--- src/rtl/regfile_pkg.sv ---
// Shared definitions for the banked register file: pair indices, flag bit
// positions and the address-width helper.
package regfile_pkg;

    localparam int IDX_BC = 0;
    localparam int IDX_DE = 1;
    localparam int IDX_HL = 2;
    localparam int IDX_SP = 3;
    localparam int IDX_PC = 4;
    localparam int IDX_A  = 5;

    localparam int NUM_PAIRS_DEF = 6;

    // Keep at least one index bit even for a single-pair configuration.
    function automatic int addr_w(input int n);
        return (n > 1) ? $clog2(n) : 1;
    endfunction

    localparam int AW = addr_w(NUM_PAIRS_DEF);

    localparam int FLAG_Z = 7;
    localparam int FLAG_N = 6;
    localparam int FLAG_H = 5;
    localparam int FLAG_C = 4;

endpackage

--- src/rtl/regfile_banked_idu16.sv ---
// Increment/decrement unit: combinational +/-1 that wraps modulo 2^W.
module idu16 #(
    parameter int W = 16
) (
    input  logic [W-1:0] a,
    input  logic         dec,
    output logic [W-1:0] y
);

    assign y = dec ? (a - W'(1)) : (a + W'(1));

endmodule

--- src/rtl/regfile_banked.sv ---
// Register file of 16-bit pairs with byte write enables, multiple read ports,
// optional write-to-read bypass, masked flag register and an IDU.
module regfile_banked
    import regfile_pkg::*;
#(
    parameter int                      BYTE_W         = 8,
    parameter int                      NUM_PAIRS      = 6,
    parameter int                      NUM_RD         = 2,
    parameter int                      BYPASS         = 1,
    parameter int                      SP_IDX         = IDX_SP,
    parameter logic [2*BYTE_W-1:0]     SP_RESET       = 16'hFFFE,
    parameter logic [BYTE_W-1:0]       FLAG_ZERO_MASK = 8'h0F,
    localparam int                     RAW            = addr_w(NUM_PAIRS),
    localparam int                     PW             = 2*BYTE_W
) (
    input  logic                    clk,
    input  logic                    rst,
    input  logic [1:0]              wr_en,
    input  logic [RAW-1:0]          wr_reg,
    input  logic [PW-1:0]           wr_data,
    input  logic [NUM_RD*RAW-1:0]   rd_reg,
    output logic [NUM_RD*PW-1:0]    rd_data,
    input  logic                    flag_we,
    input  logic [BYTE_W-1:0]       flag_mask,
    input  logic [BYTE_W-1:0]       flag_data,
    output logic [BYTE_W-1:0]       rd_flag,
    input  logic                    idu_en,
    input  logic                    idu_dec,
    input  logic [RAW-1:0]          idu_reg,
    output logic [PW-1:0]           idu_old
);

    logic [PW-1:0]     pair_q [NUM_PAIRS];
    logic [PW-1:0]     pair_d [NUM_PAIRS];
    logic [BYTE_W-1:0] flag_q;
    logic [BYTE_W-1:0] flag_d;
    logic [PW-1:0]     idu_new;
    logic              wr_hit;
    logic [RAW-1:0]    rd_idx;
    logic [PW-1:0]     rd_val;

    assign wr_hit = (|wr_en) && (int'(wr_reg) < NUM_PAIRS);

    always_comb begin
        idu_old = '0;
        if (int'(idu_reg) < NUM_PAIRS) idu_old = pair_q[idu_reg];
    end

    idu16 #(.W(PW)) u_idu (
        .a   (idu_old),
        .dec (idu_dec),
        .y   (idu_new)
    );

    // IDU result lands first so that enabled port-write bytes override it.
    always_comb begin
        for (int i = 0; i < NUM_PAIRS; i++) begin
            pair_d[i] = pair_q[i];
            if (idu_en && idu_reg == RAW'(i)) pair_d[i] = idu_new;
            if (wr_reg == RAW'(i)) begin
                if (wr_en[1]) pair_d[i][PW-1:BYTE_W] = wr_data[PW-1:BYTE_W];
                if (wr_en[0]) pair_d[i][BYTE_W-1:0]  = wr_data[BYTE_W-1:0];
            end
        end
    end

    always_comb begin
        flag_d = flag_q;
        if (flag_we) flag_d = (flag_q & ~flag_mask) | (flag_data & flag_mask);
        flag_d = flag_d & ~FLAG_ZERO_MASK;
    end

    assign rd_flag = flag_q;

    // Bypass forwards only port-write bytes, never the IDU result.
    always_comb begin
        rd_data = '0;
        rd_idx  = '0;
        rd_val  = '0;
        for (int k = 0; k < NUM_RD; k++) begin
            rd_idx = rd_reg[k*RAW +: RAW];
            rd_val = '0;
            if (int'(rd_idx) < NUM_PAIRS) rd_val = pair_q[rd_idx];
            if (BYPASS != 0 && wr_hit && rd_idx == wr_reg) begin
                if (wr_en[1]) rd_val[PW-1:BYTE_W] = wr_data[PW-1:BYTE_W];
                if (wr_en[0]) rd_val[BYTE_W-1:0]  = wr_data[BYTE_W-1:0];
            end
            rd_data[k*PW +: PW] = rd_val;
        end
    end

    always_ff @(posedge clk or negedge rst) begin
        if (!rst) begin
            for (int i = 0; i < NUM_PAIRS; i++) begin
                pair_q[i] <= (i == SP_IDX) ? SP_RESET : '0;
            end
            flag_q <= '0;
        end else begin
            for (int i = 0; i < NUM_PAIRS; i++) begin
                pair_q[i] <= pair_d[i];
            end
            flag_q <= flag_d;
        end
    end

endmodule
--- config.mk ---
export PLATFORM = sky130hd
export DESIGN_NAME = regfile_banked
export DESIGN_NICKNAME = d
export VERILOG_FILES = /design/src/rtl/regfile_pkg.sv /design/src/rtl/regfile_banked_idu16.sv /design/src/rtl/regfile_banked.sv
export SDC_FILE = /design/constraint.sdc
export NUM_CORES = 1
export LEC_CHECK = 0
export CORE_UTILIZATION = 45
export CTS_CLUSTER_DIAMETER = 60
export DETAILED_ROUTE_END_ITERATION = 16
export PLACE_DENSITY = 0.67
export SETUP_SLACK_MARGIN = 0.1
export SYNTH_ARGS = -nofsm -noshare
export SYNTH_HDL_FRONTEND = slang
export SYNTH_SLANG_ARGS = --single-unit
--- constraint.sdc ---
create_clock -name clk -period 7 [get_ports clk]
set_input_delay 1.05 -clock clk [delete_from_list [all_inputs] [get_ports clk]]
set_output_delay 1.05 -clock clk [all_outputs]
set_load 0.005 [all_outputs]
==> results.md <==
* Status: completed
* P_int at 1.79 mW
* Layout Nets at 1035
* Yosys top cell by area: dfrtp_1
* F_max at 191 MHz
* Seq cells post-synth at 100
* Routed WL per cell at 23.2 um
* Vias/cell at 6.35
* DRT Wirelength at 27800 um
* Placed cells at 1183
* Port Buffers at 94
* Kind of end point of the critical path: flop
* Top reg by flops: pair_q
* Worst Path Required at 7.24 ns
* Switching power total at 1.10 mW
* CTS Sinks at 100
* Post-synth EDFFs at 0
* Worst Tran Pin Value at 1.22 ns
* Cell variety after synth at 55
* Skew final at 0.0100 ns
* Post-route setup TNS at 0 ns
* Critical Path Fanout Max at 13
* Core region area at 0.0175 sq mm
* Primary FF master, synth: dfrtp_1
* Post-CTS Setup Repair Bufs at 0
* Fin crit period at 5.25 ns
* Vias at 7611
* HPWL Detailed at 19200 um
* # rows at 48
* CTS Hold Bufs at 0
* Clock power frac at 18.5%
* Switching Share at 38.0%
* CTS resizes at 0
* Final hold vios at 0
* First DRT Iteration DRCs at 867
* GRT overflow at 0
* Leak pwr at 3.88 nW
* Critical path startpoint category: input pin
* Max rail drop VDD at 0.000135 V
* Die W at 137 um
* Largest net degree at the start of global routing at 68
* Largest regs: pair_q: 96 flops
* Core Util, Final at 54.4%
* Synth top area cells: dfrtp_1 (26%), mux4_2 (13%), mux2i_1 (9.4%), nand2_1 (6.2%), mux2_2 (5.4%)
* Clock H-tree levels at 3
* # Max-Cap Violations at 0
* Syn avg cell area at 8.96 sq um
* Yosys warns at 0
* Clock buffer depth at 2
* Max FFs per register at 96
* DIE AREA at 0.0187 sq mm
* TritonCTS clock tree: done
* Yosys top cell area share at 26.0%
* Syn Inst Count at 912
* DRC Markers at 0
* Final setup viols at 0
* RD Place Congestion at 0.916
* Initial Utilization at 46.6%
* Final cell count without fillers at 1199
* Antenna Violating Nets Remaining at 0
* Async set-or-reset flop fraction in the synthesized netlist at 100%
* Final Power at 2.88 mW
* Pre-antenna DRT Iters at 5
* First-pass GRT wire length at 41700 um
* Synthesis-to-layout area growth at 16.8%
* Data arrival time of the worst path at 5.48 ns
* # diodes at 0
* RSZ-0062 raised after global routing: false
* Max Slew Vio Count at 0
* Layout cells sized above 1 at 15.8%
* Seq/Total Area, Yosys at 30.8%
* GRT Resource Usage Total at 30.6%
* Reg clk slew, reported paths at 0.07 ns
* Clock latency on the worst-skew pair at 0.36 ns
* Slew margin rel. at 18.3%
* Root buffer cell: clkbuf_16
* I/O pins at 107
* Setup ws final at 1.75 ns
* Vias in the first global route at 6905
* Reg-to-reg setup timing slack at 3.03 ns
* Power per cell area at 302 mW/mm^2
* CTS Buf Count at 9
* Setup slack at placement at 1.49 ns
* Power share of the combinational group at 46.9%
* Sequential power share at 34.6%
* Part of the cycle the worst path needs at 74.9%
* Min-delay worst type: flop to flop
* Type of the worst setup path: input pin to flop
* Initial antenna violation count at 0
* DIE HEIGHT at 137 um
* Mapped Area at 0.00817 sq mm
cell families (layout without fill, tap and decap cells):
logic type	Yosys count	count (layout)	synth area share (%)
mux	165	165	28.1
fa+ha+maj	15	15	2.39
compound gates	248	248	17.5
xor+xnor	15	15	1.98
flops	100	100	30.8
simple gates	282	282	14.7
buf+inv	86	145	4.44
other cells	1	4	0.0459
Yosys cell counts, types with 2 or more instances:
| master | number |
|---|---|
| and3_1 | 9 |
| o21ai_1 | 26 |
| a22oi_1 | 24 |
| xnor2_2 | 3 |
| dfstp_2 | 15 |
| xor2_1 | 8 |
| or2_2 | 2 |
| dfrtp_1 | 85 |
| buf_4 | 4 |
| mux2i_1 | 77 |
| inv_1 | 16 |
| buf_1 | 13 |
| o21ai_0 | 86 |
| nand3_1 | 20 |
| and2_1 | 6 |
| a21oi_1 | 69 |
| xnor2_1 | 3 |
| nor3_1 | 7 |
| ha_1 | 14 |
| a21o_1 | 9 |
| a31oi_1 | 4 |
| buf_2 | 14 |
| nand2b_1 | 8 |
| nand2_1 | 136 |
| nor2_1 | 80 |
| mux4_2 | 47 |
| o21a_1 | 7 |
| mux2_2 | 39 |
| nor3b_1 | 2 |
| clkbuf_1 | 37 |
| o22ai_1 | 14 |
| nor2b_1 | 5 |
power by group through the flow:
| stage | combinational [mW] | clock [mW] | sequential, mW |
|---|---|---|---|
| after floorplan | 0.907 | 0 | 0.936 |
| after global placement | 1.32 | 0 | 0.985 |
| after detailed placement | 1.33 | 0 | 0.995 |
| after CTS | 1.34 | 0.539 | 0.987 |
| after global routing | 1.46 | 0.559 | 1.02 |
| final | 1.35 | 0.534 | 0.996 |
path summary, 6_finish.rpt:
check                      depth (start not counted)    endpoint  startpoint
min in group asynchronous                          1  pair_q[66]         rst
hold / removal                                     1        flop        flop
setup / recovery                                  13  pair_q[62]  idu_reg[1]
max in group asynchronous                          2  pair_q[75]         rst
hold reg to reg                                    1        flop        flop
setup reg to reg                                  11  pair_q[62]  pair_q[80]
critical path: stages:
cell	delay [ns]
clkdlybuf4s50_1	0.95
buf_4	0.36
mux4_2	0.32
inv_1	0.08
o22ai_1	0.13
fa_1	0.49
a21o_1	0.22
a311oi_1	0.43
o211ai_1	0.17
a21oi_1	0.34
mux2i_2	0.62
mux2i_1	0.25
nand2_1	0.08
routing by layer:
metal  vias to the layer above  track usage (%)  share of wire, %
met2                       435             45.6                45
met4                         0             10.9               2.5
met5                         -                0                 0
met3                        53             5.11               9.2
li1                       3419                -                 -
met1                      3704             44.4                43
cell usage in the layout (no fill, tap or decap), types with 5 or more instances in the layout:
master,count
clkbuf_16,9
and2_1,6
nand2_1,136
nand2b_1,8
dfrtp_1,85
a21oi_1,69
a21o_1,9
nand3_1,20
a22oi_1,24
mux2i_1,77
o21ai_0,86
nor2b_1,5
xor2_1,8
o21ai_1,26
inv_1,16
buf_4,19
o22ai_1,14
clkdlybuf4s50_1,90
ha_1,14
and3_1,9
mux4_2,47
o21a_1,7
nor3_1,6
dfstp_2,15
mux2_2,39
nor2_1,80
through the flow:
step	cell area (sq um)	hold WS, ns
floorplan	8180	0.477
global route	9550	0.533
finish	9550	0.509
CTS	9550	0.513
global placement	9240	0.490
detailed placement	9240	0.498
cell type report:
class                           instances  area (sq um)
Tap cell                              225           282
Clock inverter                          3          46.3
Inverter                               17          63.8
Clock buffer                           13           260
Fill cell                            1608          7990
Multi-Input combinational cell        729          5320
Timing Repair Buffer                  112          1060
Sequential cell                       100          2520
No activity file was read; power rests on OpenSTA's default activity.
==> RTL edit 1 (same settings) <==
`BYPASS`: 1 -> 0.
--- a/src/rtl/regfile_banked.sv
+++ b/src/rtl/regfile_banked.sv
@@ -6,7 +6,7 @@
     parameter int                      BYTE_W         = 8,
     parameter int                      NUM_PAIRS      = 6,
     parameter int                      NUM_RD         = 2,
-    parameter int                      BYPASS         = 1,
+    parameter int                      BYPASS         = 0,
     parameter int                      SP_IDX         = IDX_SP,
     parameter logic [2*BYTE_W-1:0]     SP_RESET       = 16'hFFFE,
     parameter logic [BYTE_W-1:0]       FLAG_ZERO_MASK = 8'h0F,
Function: changed (a bounded check fails within 4 cycles, from zero or initial values and one cycle with rst low).
==> RTL edit 1 against the unedited design <==
Sequential power down 2%. Clock power down 0.7%. Setup slack better by 400 ps. Wire length down 4.5%. Sequential cell count unchanged. Fmax up 8.2%. Non-clock buffer count down 2. Register-to-register slack better by 530 ps. Design area down 6.3%. Power down 5.0%. Clock skew about the same. Synthesized area down 7.7%.
==> RTL edit 1: results (changes against the unedited design) <==
| Metric | Value |
|---|---|
| Clock Skew | `10.3 ps (+0.326 ps)` |
| Post-synthesis xor/xnor area fraction | `0.0171 (-0.00267)` |
| Worst VDD drop | `0.183 mV (+36%)` |
| Nets@finish | `987 (-4.6%)` |
| Total Routing Usage GR | `0.308 (+0.00288)` |
| Slew headroom | `0.230 (+0.0468)` |
| DR WL/cell | `23.3 um (+0.27%)` |
| Seq/Total Area, Yosys | `0.334 (+0.0256)` |
| Detailed Place HPWL | `17.7 mm (-7.8%)` |
| Gpl congestion | `0.891 (-2.7%)` |
| Area contributors post-synth | `dfrtp_1 (28%), mux4_2 (14%), mux2i_1 (7.6%), a21oi_1 (5.4%), dfstp_2 (5.2%)` |
| Synth Flop Type | `dfrtp_1` |
| Top cells by count, synth | `nor2_1 (96), nand2_1 (86), dfrtp_1 (85)` |
| Synth Area in Compound Gates | `0.207 (+0.0318)` |
| Post-synth EDFFs | `0 (unchanged)` |
| Mean Syn Cell Area | `8.87 um2 (-1.1%)` |
| First-pass GRT wire length | `40.1 mm (-3.9%)` |
| Detailed Routing Iterations Pass 1 | `6 (+1)` |
| CP max FO | `24 (+11)` |
| Fin cells | `1,142 (-4.8%)` |
| Synth unique cells | `46 (-16%)` |
| Hold Path Class | `reg -> reg` |
| Pin count of the biggest net entering global routing | `58 (-15%)` |
| Vias per inst | `6.32 (-0.43%)` |
| Post-synthesis mux area share | `0.226 (-0.0547)` |
| Share of cells above drive strength 1 | `0.122 (-0.0361)` |
| Critical-path top delay cell | `xnor2_1` |
| Status | `completed` |
| DR iter-0 viols | `896 (+3.3%)` |
| Post-Synth Adder-Cell Area | `0.0259 (+0.00198)` |
| Slowest stage delay, CP | `610 ps (-340 ps)` |
| CP arrival | `5060 ps (-420 ps)` |
| Number of global-route vias before repair | `6,893 (-0.17%)` |
| Lkg Pwr | `3.65 nW (-5.8%)` |
-- RTL edit 1: cell count changes in the layout (fill, tap and decap cells not counted), sizes merged, moves of 6 or more --
cell,change
and3,-6
mux2i,-21
o21ai,-22
a21oi,+13
and2,-6
inv,+34
mux2,-33
nor2,+16
o22ai,+39
nand2,-50
-- RTL edit 1: per-stage QoR --
| stage | instance area, um2 | setup slack (ps) |
|---|---|---|
| after floorplan | 7560 | 2910 |
| after global placement | 8640 | 1850 |
| after detailed placement | 8640 | 1880 |
| after CTS | 8950 | 2240 |
| after global routing | 8950 | 2010 |
| final | 8950 | 2150 |
-- RTL edit 1: worst paths after layout --
check,slack [ps],end,cells after the start,from
min reg2reg,500,register,1,register
min,500,register,1,register
max,2150,pair_q[90]$_DFF_PN0_,13,idu_reg[1]
max reg2reg,3560,pair_q[90]$_DFF_PN0_,10,pair_q[36]$_DFF_PN1_
max in group asynchronous,5140,pair_q[73]$_DFF_PN0_,2,rst
min in group asynchronous,680,pair_q[91]$_DFF_PN0_,1,rst
-- RTL edit 1: layout make-up --
type	instances	area (um2)
multi-input combinational	650	4620
timing repair buffer	110	1040
clock inverter	3	46.3
sequential	100	2520
fill	1466	7170
inverter	50	188
tap	216	270
clock buffer	13	260
-- RTL edit 1: routing by layer --
metal | vias up | GRT usage | share of wire
met5 | - | 0 | 0
met3 | 86 | 0.0733 | 0.090
li1 | 3240 | - | -
met2 | 434 | 0.492 | 0.47
met4 | 0 | 0.162 | 0.045
met1 | 3458 | 0.387 | 0.40
-- RTL edit 1: power by group --
| group | leakage [nW] | switching [mW] | internal (mW) |
|---|---|---|---|
| Sequential | 1.18 | 0.195 | 0.780 |
| Combinational | 2.32 | 0.623 | 0.608 |
| Clock | 0.146 | 0.232 | 0.298 |
==> RTL edit 2 (same settings) <==
Made on the original files. Add an input register stage for `wr_reg`, cleared by the reset; this delays it by one clock. The other inputs are not delayed to match.
--- a/src/rtl/regfile_banked.sv
+++ b/src/rtl/regfile_banked.sv
@@ -30,6 +30,16 @@
     output logic [PW-1:0]           idu_old
 );
 
+    logic [RAW-1:0] wr_reg_q;
+
+    always_ff @(posedge clk or negedge rst) begin
+        if (!rst) begin
+            wr_reg_q <= '0;
+        end else begin
+            wr_reg_q <= wr_reg;
+        end
+    end
+
     logic [PW-1:0]     pair_q [NUM_PAIRS];
     logic [PW-1:0]     pair_d [NUM_PAIRS];
     logic [BYTE_W-1:0] flag_q;
@@ -39,7 +49,7 @@
     logic [RAW-1:0]    rd_idx;
     logic [PW-1:0]     rd_val;
 
-    assign wr_hit = (|wr_en) && (int'(wr_reg) < NUM_PAIRS);
+    assign wr_hit = (|wr_en) && (int'(wr_reg_q) < NUM_PAIRS);
 
     always_comb begin
         idu_old = '0;
@@ -57,7 +67,7 @@
         for (int i = 0; i < NUM_PAIRS; i++) begin
             pair_d[i] = pair_q[i];
             if (idu_en && idu_reg == RAW'(i)) pair_d[i] = idu_new;
-            if (wr_reg == RAW'(i)) begin
+            if (wr_reg_q == RAW'(i)) begin
                 if (wr_en[1]) pair_d[i][PW-1:BYTE_W] = wr_data[PW-1:BYTE_W];
                 if (wr_en[0]) pair_d[i][BYTE_W-1:0]  = wr_data[BYTE_W-1:0];
             end
@@ -81,7 +91,7 @@
             rd_idx = rd_reg[k*RAW +: RAW];
             rd_val = '0;
             if (int'(rd_idx) < NUM_PAIRS) rd_val = pair_q[rd_idx];
-            if (BYPASS != 0 && wr_hit && rd_idx == wr_reg) begin
+            if (BYPASS != 0 && wr_hit && rd_idx == wr_reg_q) begin
                 if (wr_en[1]) rd_val[PW-1:BYTE_W] = wr_data[PW-1:BYTE_W];
                 if (wr_en[0]) rd_val[BYTE_W-1:0]  = wr_data[BYTE_W-1:0];
             end
Check against the original RTL: not equivalent (a bounded check fails within 4 cycles, from zero or initial values and one cycle with rst low).
==> RTL edit 2 against the unedited design <==
Wire length up 0.72%. Synthesized area grew 0.64%. Die area increased by 0.64%. Design area rose by 0.81%. Setup slack lost 130 ps. Power is 0.18% higher. Clock skew down 0.64 ps. Highest routed layer unchanged. Hold slack worse by 2.0 ps. Sequential cell count grew 3. Non-clock buffer count grew 8.
==> RTL edit 2: results (changes against the unedited design) <==
| Metric | Value |
|---|---|
| Nets@finish | `1,044 (+0.87%)` |
| Area contributors post-synth | `dfrtp_1 (27%), mux4_2 (13%), mux2i_1 (8.8%), mux2_2 (5.5%), dfstp_2 (4.8%)` |
| Clock Skew | `9.36 ps (-0.643 ps)` |
| Top cells by count, synth | `nand2_1 (103), dfrtp_1 (88), nor2_1 (85)` |
| Fillers | `1,676 (+4.2%)` |
| R2r endpoint | `pair_q[14]$_DFF_PN0_` |
| Share of cells above drive strength 1 | `0.160 (+0.00160)` |
| Fin cells | `1,212 (+1.1%)` |
| Hold Worst Slack | `507 ps (-1.97 ps)` |
| Cell count after synthesis | `914 (+0.22%)` |
| Registers with the most flip-flops | `pair_q x96, wr_reg_q x3` |
| Worst VDD drop | `0.163 mV (+21%)` |
| Final Core Density | `0.536 (-0.00861)` |
| Detailed Place HPWL | `19.2 mm (-0.11%)` |
| Slew headroom | `0.159 (-0.0238)` |
| Gpl congestion | `0.886 (-3.3%)` |
| Status | `completed` |
| Crit path from | `rd_reg[4]` |
| Lkg Pwr | `3.95 nW (+1.8%)` |
| Post-Route WL | `28.0 mm (+0.72%)` |
| CP arrival | `4320 ps (-1160 ps)` |
| Reg2reg setup slack | `3020 ps (about the same)` |
| Number of global-route vias before repair | `7,146 (+3.5%)` |
| CP max FO | `19 (+6)` |
| Placed Area | `0.00935 mm2 (+1.2%)` |
| Vias per inst | `6.36 (+0.27%)` |
| Total Routing Usage GR | `0.308 (+0.00253)` |
| First-pass GRT wire length | `42.3 mm (+1.5%)` |
| Placement Setup Slack | `1700 ps (+211 ps)` |
[RTL edit 2: worst max-delay path by stage]
stage / endpoint / slack [ps] / cells past startpoint
2_1_floorplan: pair_q[14]$_DFF_PN0_ / 2610 / 13
3_3_place_gp: pair_q[14]$_DFF_PN0_ / 1720 / 13
3_5_place_dp: pair_q[14]$_DFF_PN0_ / 1700 / 13
4_1_cts: rd_data[25] / 1720 / 7
5_1_grt: rd_data[17] / 1560 / 7
6_report: rd_data[17] / 1630 / 7
[RTL edit 2: power groups by stage]
stage,Combinational [mW],Clock (mW),Sequential [mW]
after floorplan,0.920,0,0.950
after global placement,1.33,0,1.00
after detailed placement,1.35,0,1.02
after CTS,1.36,0.490,1.01
after global routing,1.49,0.512,1.05
final,1.38,0.486,1.02
[RTL edit 2: final cells by class]
cell class / count / area share
Clock inverter: 1 / 0.000520
Inverter: 46 / 0.0179
Timing Repair Buffer: 120 / 0.116
Clock buffer: 15 / 0.0278
Tap cell: 229 / 0.0298
Sequential cell: 103 / 0.270
Multi-Input combinational cell: 698 / 0.538
[RTL edit 2: cells by family after synthesis]
group | Yosys count | share of synthesized area
muxes | 160 | 0.273
and+or+nand+nor | 254 | 0.132
adders and majority gates | 15 | 0.0237
buffers and inverters | 116 | 0.0569
AOI/OAI and AO/OA | 250 | 0.182
xor gates and xnor gates | 15 | 0.0169
other | 1 | 0.000456
DFF | 103 | 0.316
[RTL edit 2: per-layer routing]
| layer | track usage | routed length [um] | vias up |
|---|---|---|---|
| met4 | 0.117 | 690 | 0 |
| met5 | 0 | 0 | - |
| met2 | 0.452 | 12400 | 489 |
| met3 | 0.0559 | 2760 | 60 |
| li1 | - | - | 3442 |
| met1 | 0.451 | 12100 | 3723 |
[RTL edit 2: worst max-delay path, stage by stage]
cell             delay [ps]
clkdlybuf4s50_1        1310
nor3b_1                 280
a21oi_1                 110
nor2_1                  150
and2_1                  540
mux2_2                  430
clkdlybuf4s50_1         450
